## config.mk

```make
export PLATFORM = sky130hd
export DESIGN_NAME = vram_byte_stream_reader_flat
export DESIGN_NICKNAME = d
export VERILOG_FILES = /design/src/rtl/vram_pkg.sv /design/src/rtl/vram_byte_stream_reader_if.sv /design/src/rtl/vram_word_fifo2.sv /design/src/rtl/vram_byte_stream_reader.sv /design/src/flat_wrapper.sv
export SDC_FILE = /design/constraint.sdc
export NUM_CORES = 1
export LEC_CHECK = 0
export CAP_MARGIN = 20
export CELL_PAD_IN_SITES_DETAIL_PLACEMENT = 1
export CELL_PAD_IN_SITES_GLOBAL_PLACEMENT = 1
export CORE_MARGIN = 1.5
export CORE_UTILIZATION = 44
export CTS_CLUSTER_SIZE = 30
export DETAILED_ROUTE_END_ITERATION = 10
export PLACE_DENSITY = 0.83
export REMOVE_ABC_BUFFERS = 1
export SYNTH_ARGS = -nofsm -noshare
export SYNTH_HDL_FRONTEND = slang
export SYNTH_HIERARCHICAL = 1
export SYNTH_SLANG_ARGS = --single-unit
```

## constraint.sdc

```tcl
create_clock -name clk -period 3.9 [get_ports clk]
set_input_delay 0.78 -clock clk [delete_from_list [all_inputs] [get_ports clk]]
set_output_delay 0.78 -clock clk [all_outputs]
set_load 0.02 [all_outputs]
```

## src/rtl/vram_pkg.sv

```systemverilog
// Shared definitions for the video/tile RAM read and write paths.
package vram_pkg;

    localparam int unsigned ADDRESS_WIDTH    = 12;
    localparam int unsigned DEPTH            = 1200;
    localparam int unsigned BYTE_WIDTH       = 8;
    localparam int unsigned NUM_BYTES        = 4;
    localparam int unsigned BYTE_IDX_WIDTH   = (NUM_BYTES > 1) ? $clog2(NUM_BYTES) : 1;
    localparam int unsigned BYTE_COUNT_WIDTH = $clog2(DEPTH * NUM_BYTES + 1);

    typedef logic [NUM_BYTES-1:0][BYTE_WIDTH-1:0] word_t;

    typedef enum logic [1:0] {
        IDLE,
        RUN,
        FINISH
    } rd_state_t;

    // Word address increment with wrap at the top of the RAM.
    function automatic logic [ADDRESS_WIDTH-1:0] next_addr(input logic [ADDRESS_WIDTH-1:0] addr);
        return (addr == ADDRESS_WIDTH'(DEPTH - 1)) ? '0 : addr + 1'b1;
    endfunction

endpackage

```

## src/rtl/vram_byte_stream_reader_if.sv

```systemverilog
// RAM read port plus byte stream of the reader; master is the reader side.
interface vram_byte_stream_reader_if;
    import vram_pkg::*;

    logic [ADDRESS_WIDTH-1:0] raddr;
    word_t                    q;
    logic [BYTE_WIDTH-1:0]    out_byte;
    logic                     out_valid;
    logic                     out_ready;
    logic                     out_last;

    modport master (
        output raddr,
        output out_byte,
        output out_valid,
        output out_last,
        input  q,
        input  out_ready
    );

    modport slave (
        input  raddr,
        input  out_byte,
        input  out_valid,
        input  out_last,
        output q,
        output out_ready
    );

endinterface

```

## src/rtl/vram_word_fifo2.sv

```systemverilog
// Two-entry word FIFO; exposes its next-state head/count so a registered consumer can track it.
module vram_word_fifo2
    import vram_pkg::*;
(
    input  logic       clk,
    input  logic       reset_n,
    input  logic       push,
    input  logic       pop,
    input  logic       flush,
    input  word_t      wdata,
    output logic [1:0] count,
    output logic [1:0] count_next,
    output word_t      head_next
);

    word_t entry0, entry1;
    word_t entry0_n, entry1_n;

    always_comb begin
        entry0_n   = entry0;
        entry1_n   = entry1;
        count_next = count;
        if (flush) begin
            count_next = 2'd0;
        end else begin
            case ({push, pop})
                2'b10: begin
                    if (count == 2'd0) entry0_n = wdata;
                    else               entry1_n = wdata;
                    count_next = count + 2'd1;
                end
                2'b01: begin
                    entry0_n   = entry1;
                    count_next = count - 2'd1;
                end
                2'b11: begin
                    if (count == 2'd1) begin
                        entry0_n = wdata;
                    end else begin
                        entry0_n = entry1;
                        entry1_n = wdata;
                    end
                end
                default: ;
            endcase
        end
    end

    assign head_next = entry0_n;

    always_ff @(posedge clk or negedge reset_n) begin
        if (!reset_n) begin
            entry0 <= '0;
            entry1 <= '0;
            count  <= 2'd0;
        end else begin
            entry0 <= entry0_n;
            entry1 <= entry1_n;
            count  <= count_next;
        end
    end

endmodule

```

## src/rtl/vram_byte_stream_reader.sv

```systemverilog
// Fetches a run of RAM words and streams them out byte 0 first on a valid/ready port.
module vram_byte_stream_reader
    import vram_pkg::*;
(
    input  logic                     clk,
    input  logic                     reset_n,
    input  logic                     start,
    input  logic [ADDRESS_WIDTH-1:0] base_addr,
    input  logic [ADDRESS_WIDTH:0]   word_count,
    input  logic                     abort,
    output logic                     busy,
    output logic                     done,
    vram_byte_stream_reader_if.master bus
);

    localparam logic [BYTE_IDX_WIDTH-1:0] LAST_BYTE_IDX = BYTE_IDX_WIDTH'(NUM_BYTES - 1);

    rd_state_t                   state;
    logic [ADDRESS_WIDTH-1:0]    rd_ptr;
    logic [ADDRESS_WIDTH:0]      words_left_issue;
    logic [BYTE_COUNT_WIDTH-1:0] bytes_left, bytes_left_n;
    logic [BYTE_IDX_WIDTH-1:0]   byte_idx, byte_idx_n;
    // pending: address on raddr, RAM sampling it; rvalid: its data is on q now.
    logic                        pending, rvalid;

    logic       in_run, handshake, issue;
    logic       fifo_pop, fifo_flush;
    logic [1:0] fifo_count, fifo_count_next;
    word_t      fifo_head_next;

    always_comb begin
        in_run       = (state == RUN);
        handshake    = bus.out_valid && bus.out_ready;
        fifo_flush   = in_run && abort;
        fifo_pop     = in_run && handshake && (byte_idx == LAST_BYTE_IDX);
        issue        = in_run && !abort && (words_left_issue != '0) &&
                       (({1'b0, fifo_count} + {2'b0, pending} + {2'b0, rvalid}) < 3'd2);
        byte_idx_n   = byte_idx;
        bytes_left_n = bytes_left;
        if (handshake) begin
            byte_idx_n   = (byte_idx == LAST_BYTE_IDX) ? '0 : byte_idx + 1'b1;
            bytes_left_n = bytes_left - 1'b1;
        end
    end

    vram_word_fifo2 u_fifo (
        .clk        (clk),
        .reset_n    (reset_n),
        .push       (rvalid),
        .pop        (fifo_pop),
        .flush      (fifo_flush),
        .wdata      (bus.q),
        .count      (fifo_count),
        .count_next (fifo_count_next),
        .head_next  (fifo_head_next)
    );

    always_ff @(posedge clk or negedge reset_n) begin
        if (!reset_n) begin
            state            <= IDLE;
            rd_ptr           <= '0;
            words_left_issue <= '0;
            bytes_left       <= '0;
            byte_idx         <= '0;
            pending          <= 1'b0;
            rvalid           <= 1'b0;
            busy             <= 1'b0;
            done             <= 1'b0;
            bus.raddr        <= '0;
            bus.out_byte     <= '0;
            bus.out_valid    <= 1'b0;
            bus.out_last     <= 1'b0;
        end else begin
            done <= 1'b0;
            unique case (state)
                IDLE: begin
                    if (start) begin
                        if (word_count == '0) begin
                            state <= FINISH;
                            done  <= 1'b1;
                        end else begin
                            // First read issues on the start edge itself.
                            state            <= RUN;
                            busy             <= 1'b1;
                            bus.raddr        <= base_addr;
                            rd_ptr           <= next_addr(base_addr);
                            words_left_issue <= word_count - 1'b1;
                            bytes_left       <= BYTE_COUNT_WIDTH'(word_count) *
                                                BYTE_COUNT_WIDTH'(NUM_BYTES);
                            byte_idx         <= '0;
                            pending          <= 1'b1;
                        end
                    end
                end
                RUN: begin
                    pending    <= issue;
                    rvalid     <= pending;
                    byte_idx   <= byte_idx_n;
                    bytes_left <= bytes_left_n;
                    if (issue) begin
                        bus.raddr        <= rd_ptr;
                        rd_ptr           <= next_addr(rd_ptr);
                        words_left_issue <= words_left_issue - 1'b1;
                    end
                    // Output mirrors the FIFO's next head so it is registered yet bubble-free.
                    bus.out_valid <= (fifo_count_next != 2'd0);
                    bus.out_byte  <= fifo_head_next[byte_idx_n];
                    bus.out_last  <= (fifo_count_next != 2'd0) &&
                                     (bytes_left_n == BYTE_COUNT_WIDTH'(1));
                    if (abort || (handshake && bus.out_last)) begin
                        state         <= FINISH;
                        busy          <= 1'b0;
                        done          <= 1'b1;
                        pending       <= 1'b0;
                        rvalid        <= 1'b0;
                        bus.out_valid <= 1'b0;
                        bus.out_last  <= 1'b0;
                    end
                end
                FINISH: state <= IDLE;
                default: state <= IDLE;
            endcase
        end
    end

endmodule

```

## src/flat_wrapper.sv

```systemverilog
// flat-port wrapper written by rule: the top's interface ports become plain ports
module vram_byte_stream_reader_flat import vram_pkg::*;
  (clk, reset_n, start, base_addr, word_count, abort, busy, done, bus_raddr, bus_out_byte, bus_out_valid, bus_out_last, bus_q, bus_out_ready);
  vram_byte_stream_reader_if bus_i ();
  input  logic clk;
  input  logic reset_n;
  input  logic start;
  input  logic [ADDRESS_WIDTH-1:0] base_addr;
  input  logic [ADDRESS_WIDTH:0] word_count;
  input  logic abort;
  output logic busy;
  output logic done;
  output wire logic [$bits(bus_i.raddr)-1:0] bus_raddr;
  output wire logic [$bits(bus_i.out_byte)-1:0] bus_out_byte;
  output wire logic [$bits(bus_i.out_valid)-1:0] bus_out_valid;
  output wire logic [$bits(bus_i.out_last)-1:0] bus_out_last;
  input wire logic [$bits(bus_i.q)-1:0] bus_q;
  input wire logic [$bits(bus_i.out_ready)-1:0] bus_out_ready;
  assign bus_raddr = bus_i.raddr;
  assign bus_out_byte = bus_i.out_byte;
  assign bus_out_valid = bus_i.out_valid;
  assign bus_out_last = bus_i.out_last;
  assign bus_i.q = bus_q;
  assign bus_i.out_ready = bus_out_ready;
  vram_byte_stream_reader u_core (.clk(clk), .reset_n(reset_n), .start(start), .base_addr(base_addr), .word_count(word_count), .abort(abort), .busy(busy), .done(done), .bus(bus_i));
endmodule
```

**Word-level counts from Yosys, hierarchy flattened**

Index checks and enable logic that the tools add are counted.

- Flip-flop bits (word level): 134
- Word-level logic and storage cells: 124

- Reduce and logical (&&, ||, !) cells: 23
- Order comparisons: 2
- Muxes and demuxes: 51
- Bitwise gates (word level): 1
- Eq/ne operators: 15
- Add/sub/neg operators: 10

Operators by type and width:

| kind | count |
|---|---|
| $mux W32 | 5 |
| $mux W12 | 8 |
| $pmux W32 S3 | 1 |
| $mux W13 | 6 |
| $pmux W32 S2 | 1 |
| $pmux W13 S2 | 2 |
| $pmux W12 S2 | 2 |
| $sub A13 B1 Y13 const B | 3 |
| $add A12 B1 Y12 const B | 2 |
| $eq A12 B11 Y1 const B | 2 |
| $bmux W8 S2 | 1 |
| $mux W2 | 8 |
| $eq A13 B1 Y1 const B | 1 |
| $logic_not A13 Y1 | 1 |
| $reduce_bool A13 Y1 | 1 |
| $ne A2 B2 Y1 const B | 6 |
| $pmux W2 S2 | 3 |
| $reduce_and A4 Y1 | 3 |
| $mux W1 | 10 |
| $logic_and A1 B1 Y1 | 9 |
| $mux W8 | 1 |
| $eq A2 B1 Y1 const B | 3 |
| $eq A2 B2 Y1 const B | 3 |
| $pmux W1 S2 | 3 |
| other kinds (13) | 17 |

**Depth between registers and ports, before layout**

Gate-level depths: netlist (run 1).

- Depth in word-level cells: 9
- Gate-level depth with buffers: 16
- Mapped depth without buffers: 13

**Cells and area by module**

Netlist (run 1), hierarchy kept.

By module, submodules not included:

| module | times used | cells each | area an instance (sq um) | sequential area each (sq um) |
|---|---|---|---|---|
| vram_byte_stream_reader | 1 | 524 | 4,458.0 | 1,701.6 |
| vram_word_fifo2 | 1 | 202 | 2,837.7 | 1,651.6 |

**Worst setup path before layout (run 1)**

No wires, ideal clock.

- Kind: reg-to-reg
- Start point: register u_core.state[0]
- End point: register u_core.bus.out_byte[4]
- Data required time: 3.783 ns
- Data arrival time: 3.098 ns
- Slack: 0.685 ns
- Cell stages (with the launch flop): 15
- Path through: dfrtp_1 -> nand2b_1 -> clkbuf_1 -> buf_2 -> clkbuf_1 -> nor2_1 -> and2_1 -> ha_1 -> a22o_1 -> clkbuf_1 -> and3_1 -> a221o_1 -> mux4_2 -> nand2_1 -> nand2_1

RTL lines:

| element | line | text |
|---|---|---|
| start, declared | vram_byte_stream_reader.sv:18 | `rd_state_t state;` |
| start signal, assigned | vram_byte_stream_reader.sv:60 | `state <= IDLE;` |
| start signal, assigned | vram_byte_stream_reader.sv:79 | `state <= FINISH;` |
| start signal, assigned | vram_byte_stream_reader.sv:83 | `state <= RUN;` |
| end signal, assigned | vram_byte_stream_reader.sv:107 | `bus.out_byte <= fifo_head_next[byte_idx_n];` |
| end, declared | vram_byte_stream_reader_if.sv:14 | `output out_byte,` |

==> metrics.txt, run 1 <==
status complete, no violations; root buf cell clkbuf_16; gpl congestion 0.816; Multi-input gate area 3700 um^2; sinks on the clock net 134; Total Routing Usage GR 26.3%; post-route antenna net violation count 0; Mean Syn Cell Area 10.0 um^2; clk slew on worst S/H paths 0.06 ns; Num CTS Buffers 17; Initial Utilization 45.4%; DR iter-0 viols 509; power density over the cells 793 nW/um^2; Detailed Routing Iterations Pass 1 5; die area 17400 um^2; Top FF cell, synth dfrtp_1; CTS Hold Bufs 0; Fin. Hold Viols 0; Seq. cell area 3350 um^2; Pleak 3.92 nW; worst slew pin tran 0.839 ns; Setup crit start kind input port; global-route wire length before repair 36.3 mm; number of port buffers 85; Worst Path Buf+Inv 2; DRC viols 0; R2R depth 11; Max Clock Skew 0.00819 ns; Sequential Power Share 36.7%; antenna cells 0; WP data arrival 3.72 ns; Slew Limit Fails 0; vias in the first global route 6949; Final Cycle Share 87.2%; layout cells sized above 1 13.7%; hold crit path type input port to asynchronous set/reset pin; Final setup viols 0; fin util 56.1%; critical path required time 4.22 ns; worst reg2reg setup slack 0.76 ns; r2r startpoint u_core/state[1]; Crit Path Class input port to flop; crit path max fanout 17; Clk pwr share 23.0%; crit-path most repeated cell nand2_1; Post-synth EDFFs 0; Post-CTS Setup Inserts 0; PostCTS Resize Cnt 0; WL/cell 21.2 um; Post-synth ARST share 100%; crit-path cells clkdlybuf4s50_1 > nand2_1 > nor2_1 > and2_1 > inv_1 > ha_1 > a22o_1 > and3_1 > a221o_1 > mux4_2 > nand2_1 > nand2_1; RSZ-0062 raised after global routing false; die height 132 um; CP peak stage delay 0.54 ns; Netlist cell types 71; die width 132 um; Sum Neg Setup Slack 0 ns; Sw Share 39.1%; vias per cell 6.11; most frequent cells in the layout dfrtp_1 (134), clkdlybuf4s50_1 (84), nand2_1 (81), nor2_1 (70), and3_1 (41); Cells after Synth 726; TritonCTS clock tree done; initial antenna violation count 0; grt ovf 0; max_cap viols 0; largest net degree at the start of global routing 91; Clock Latency Late Sink 0.43 ns; area growth from synthesis to layout 23.5%; switching power 0.00280 W; Top Family by Delay on Critical Path simple AND/OR/NAND/NOR gates; CP max stage cell clkdlybuf4s50_1; Via Count 6351; #FFs+latches synth 134; Layout Nets 886; Pint 0.00435 W; share of the yosys chip area belonging to registers 46.0%; r2r endpoint u_core/bus.out_byte[6]; Slew HR 44.1%; CP Capture Type flop; core area 16100 um^2; f_max 0.294 GHz; Peak VDD IR 0.441 mV; H-Tree Depth 4; most common cell after layout, fill and taps aside dfrtp_1; row count 46; HPWL reported at the end of detailed placement 14.7 mm; CTS Buffer Depth 2; Ports 86; minimum clock period 3.40 ns; yosys warns 6; fillers 1718; Comb pwr share 40.3%; final wirelength 22.1 mm; Mapped Area 7300 um^2
power groups by stage:
| stage | clock network (W) | logic (W) | registers (W) |
|---|---|---|---|
| 2_1_floorplan | 0 | 0.00176 | 0.00256 |
| 3_3_place_gp | 0 | 0.00267 | 0.00256 |
| 3_5_place_dp | 0 | 0.00284 | 0.00261 |
| 4_1_cts | 0.00168 | 0.00288 | 0.00261 |
| 5_1_grt | 0.00174 | 0.00313 | 0.00270 |
| 6_report | 0.00165 | 0.00288 | 0.00262 |
layer usage:
| metal | share of wire (%) | routed length (um) | global-route usage (%) | vias up |
|---|---|---|---|---|
| li1 | - | - | - | 2894 |
| met1 | 42 | 9370 | 31.8 | 3233 |
| met2 | 51 | 11200 | 45.6 | 189 |
| met3 | 5.0 | 1110 | 6.42 | 35 |
| met4 | 1.9 | 425 | 9.57 | 0 |
| met5 | 0 | 0 | 0 | - |
layout make-up:
cell class	count	area share, %
clock buffers	20	5.07
well taps	216	3.00
clock inverters	12	1.58
inverters	16	0.667
multi-input cells	535	41.0
flip-flops and latches	134	37.2
repair buffers	107	11.4
synth_stat cells, drive strengths merged, types with 5 or more instances:
library cell  number  share of area, %
nand2             81               4.2
ha                13               2.2
mux2              34               5.2
a221o             32               4.4
xnor2              5              0.60
nor2              73               3.9
buf               25               1.9
a22o               5              0.72
a311oi             5              0.60
and2               5              0.43
nor3              12               1.2
a21oi             26               1.8
nand2b             7              0.60
clkbuf            16              0.82
and3              41               3.5
o21ai             40               2.7
a31oi             17               1.5
o21a               6              0.62
inv               16              0.82
nor4               8              0.69
nand3             12              0.82
xor2               9               1.1
mux2i             12               1.6
nand4             10              0.86
mux4               8               2.5
dfrtp            134                46
metrics by stage:
step | power [W] | instances | hold WS [ns] | setup slack [ns] | instance area (um^2)
floorplan | 0.00432 | 685 | 0.459 | -1.32 | 7100
global placement | 0.00523 | 1008 | 0.468 | 0.228 | 8410
detailed placement | 0.00545 | 1008 | 0.481 | 0.0788 | 8410
CTS | 0.00717 | 1040 | 0.458 | 0.505 | 9010
global route | 0.00756 | 1040 | 0.461 | 0.379 | 9010
finish | 0.00714 | 1040 | 0.404 | 0.499 | 9010
registers in the layout, indices dropped and copies added, names as in the netlist, 2 cells and up:
signal / cells
u_core/u_fifo/count: 2
u_core/bytes_left: 13
u_core/rd_ptr: 12
u_core/bus.raddr: 12
u_core/words_left_issue: 13
u_core/byte_idx: 2
u_core/state: 2
u_core/u_fifo/entry1: 32
u_core/bus.out_byte: 8
u_core/u_fifo/entry0: 32
worst max-delay path by stage:
stage                     from                endpoint  slack, ns  cells past startpoint
3_5_place_dp     bus_out_ready  u_core/bus.out_byte[6]       0.08                     12
5_1_grt          bus_out_ready  u_core/bus.out_byte[6]       0.38                     12
2_1_floorplan  u_core/state[0]        u_core/rd_ptr[4]      -1.32                      5
6_report         bus_out_ready  u_core/bus.out_byte[6]       0.50                     12
3_3_place_gp     bus_out_ready  u_core/bus.out_byte[4]       0.23                     12
4_1_cts          bus_out_ready  u_core/bus.out_byte[6]       0.51                     12
logic make-up after synthesis:
family	count (synthesis)	synth area share [%]
DFF	134	46.0
buffers and inverters	57	3.55
xor gates and xnor gates	14	1.68
and+or+nand+nor	271	18.5
AOI/OAI and AO/OA	183	18.7
muxes	54	9.36
adders and majority gates	13	2.23
Power figures use the tool's default switching activity.
==> run 2: changes to the inputs <==
--- a/config.mk
+++ b/config.mk
@@ -5,7 +5,6 @@
 export SDC_FILE = /design/constraint.sdc
 export NUM_CORES = 1
 export LEC_CHECK = 0
-export CAP_MARGIN = 20
 export CELL_PAD_IN_SITES_DETAIL_PLACEMENT = 1
 export CELL_PAD_IN_SITES_GLOBAL_PLACEMENT = 1
 export CORE_MARGIN = 1.5
==> results of run 2 <==
Final layout, timing and power as in run 1 (identical DEF).
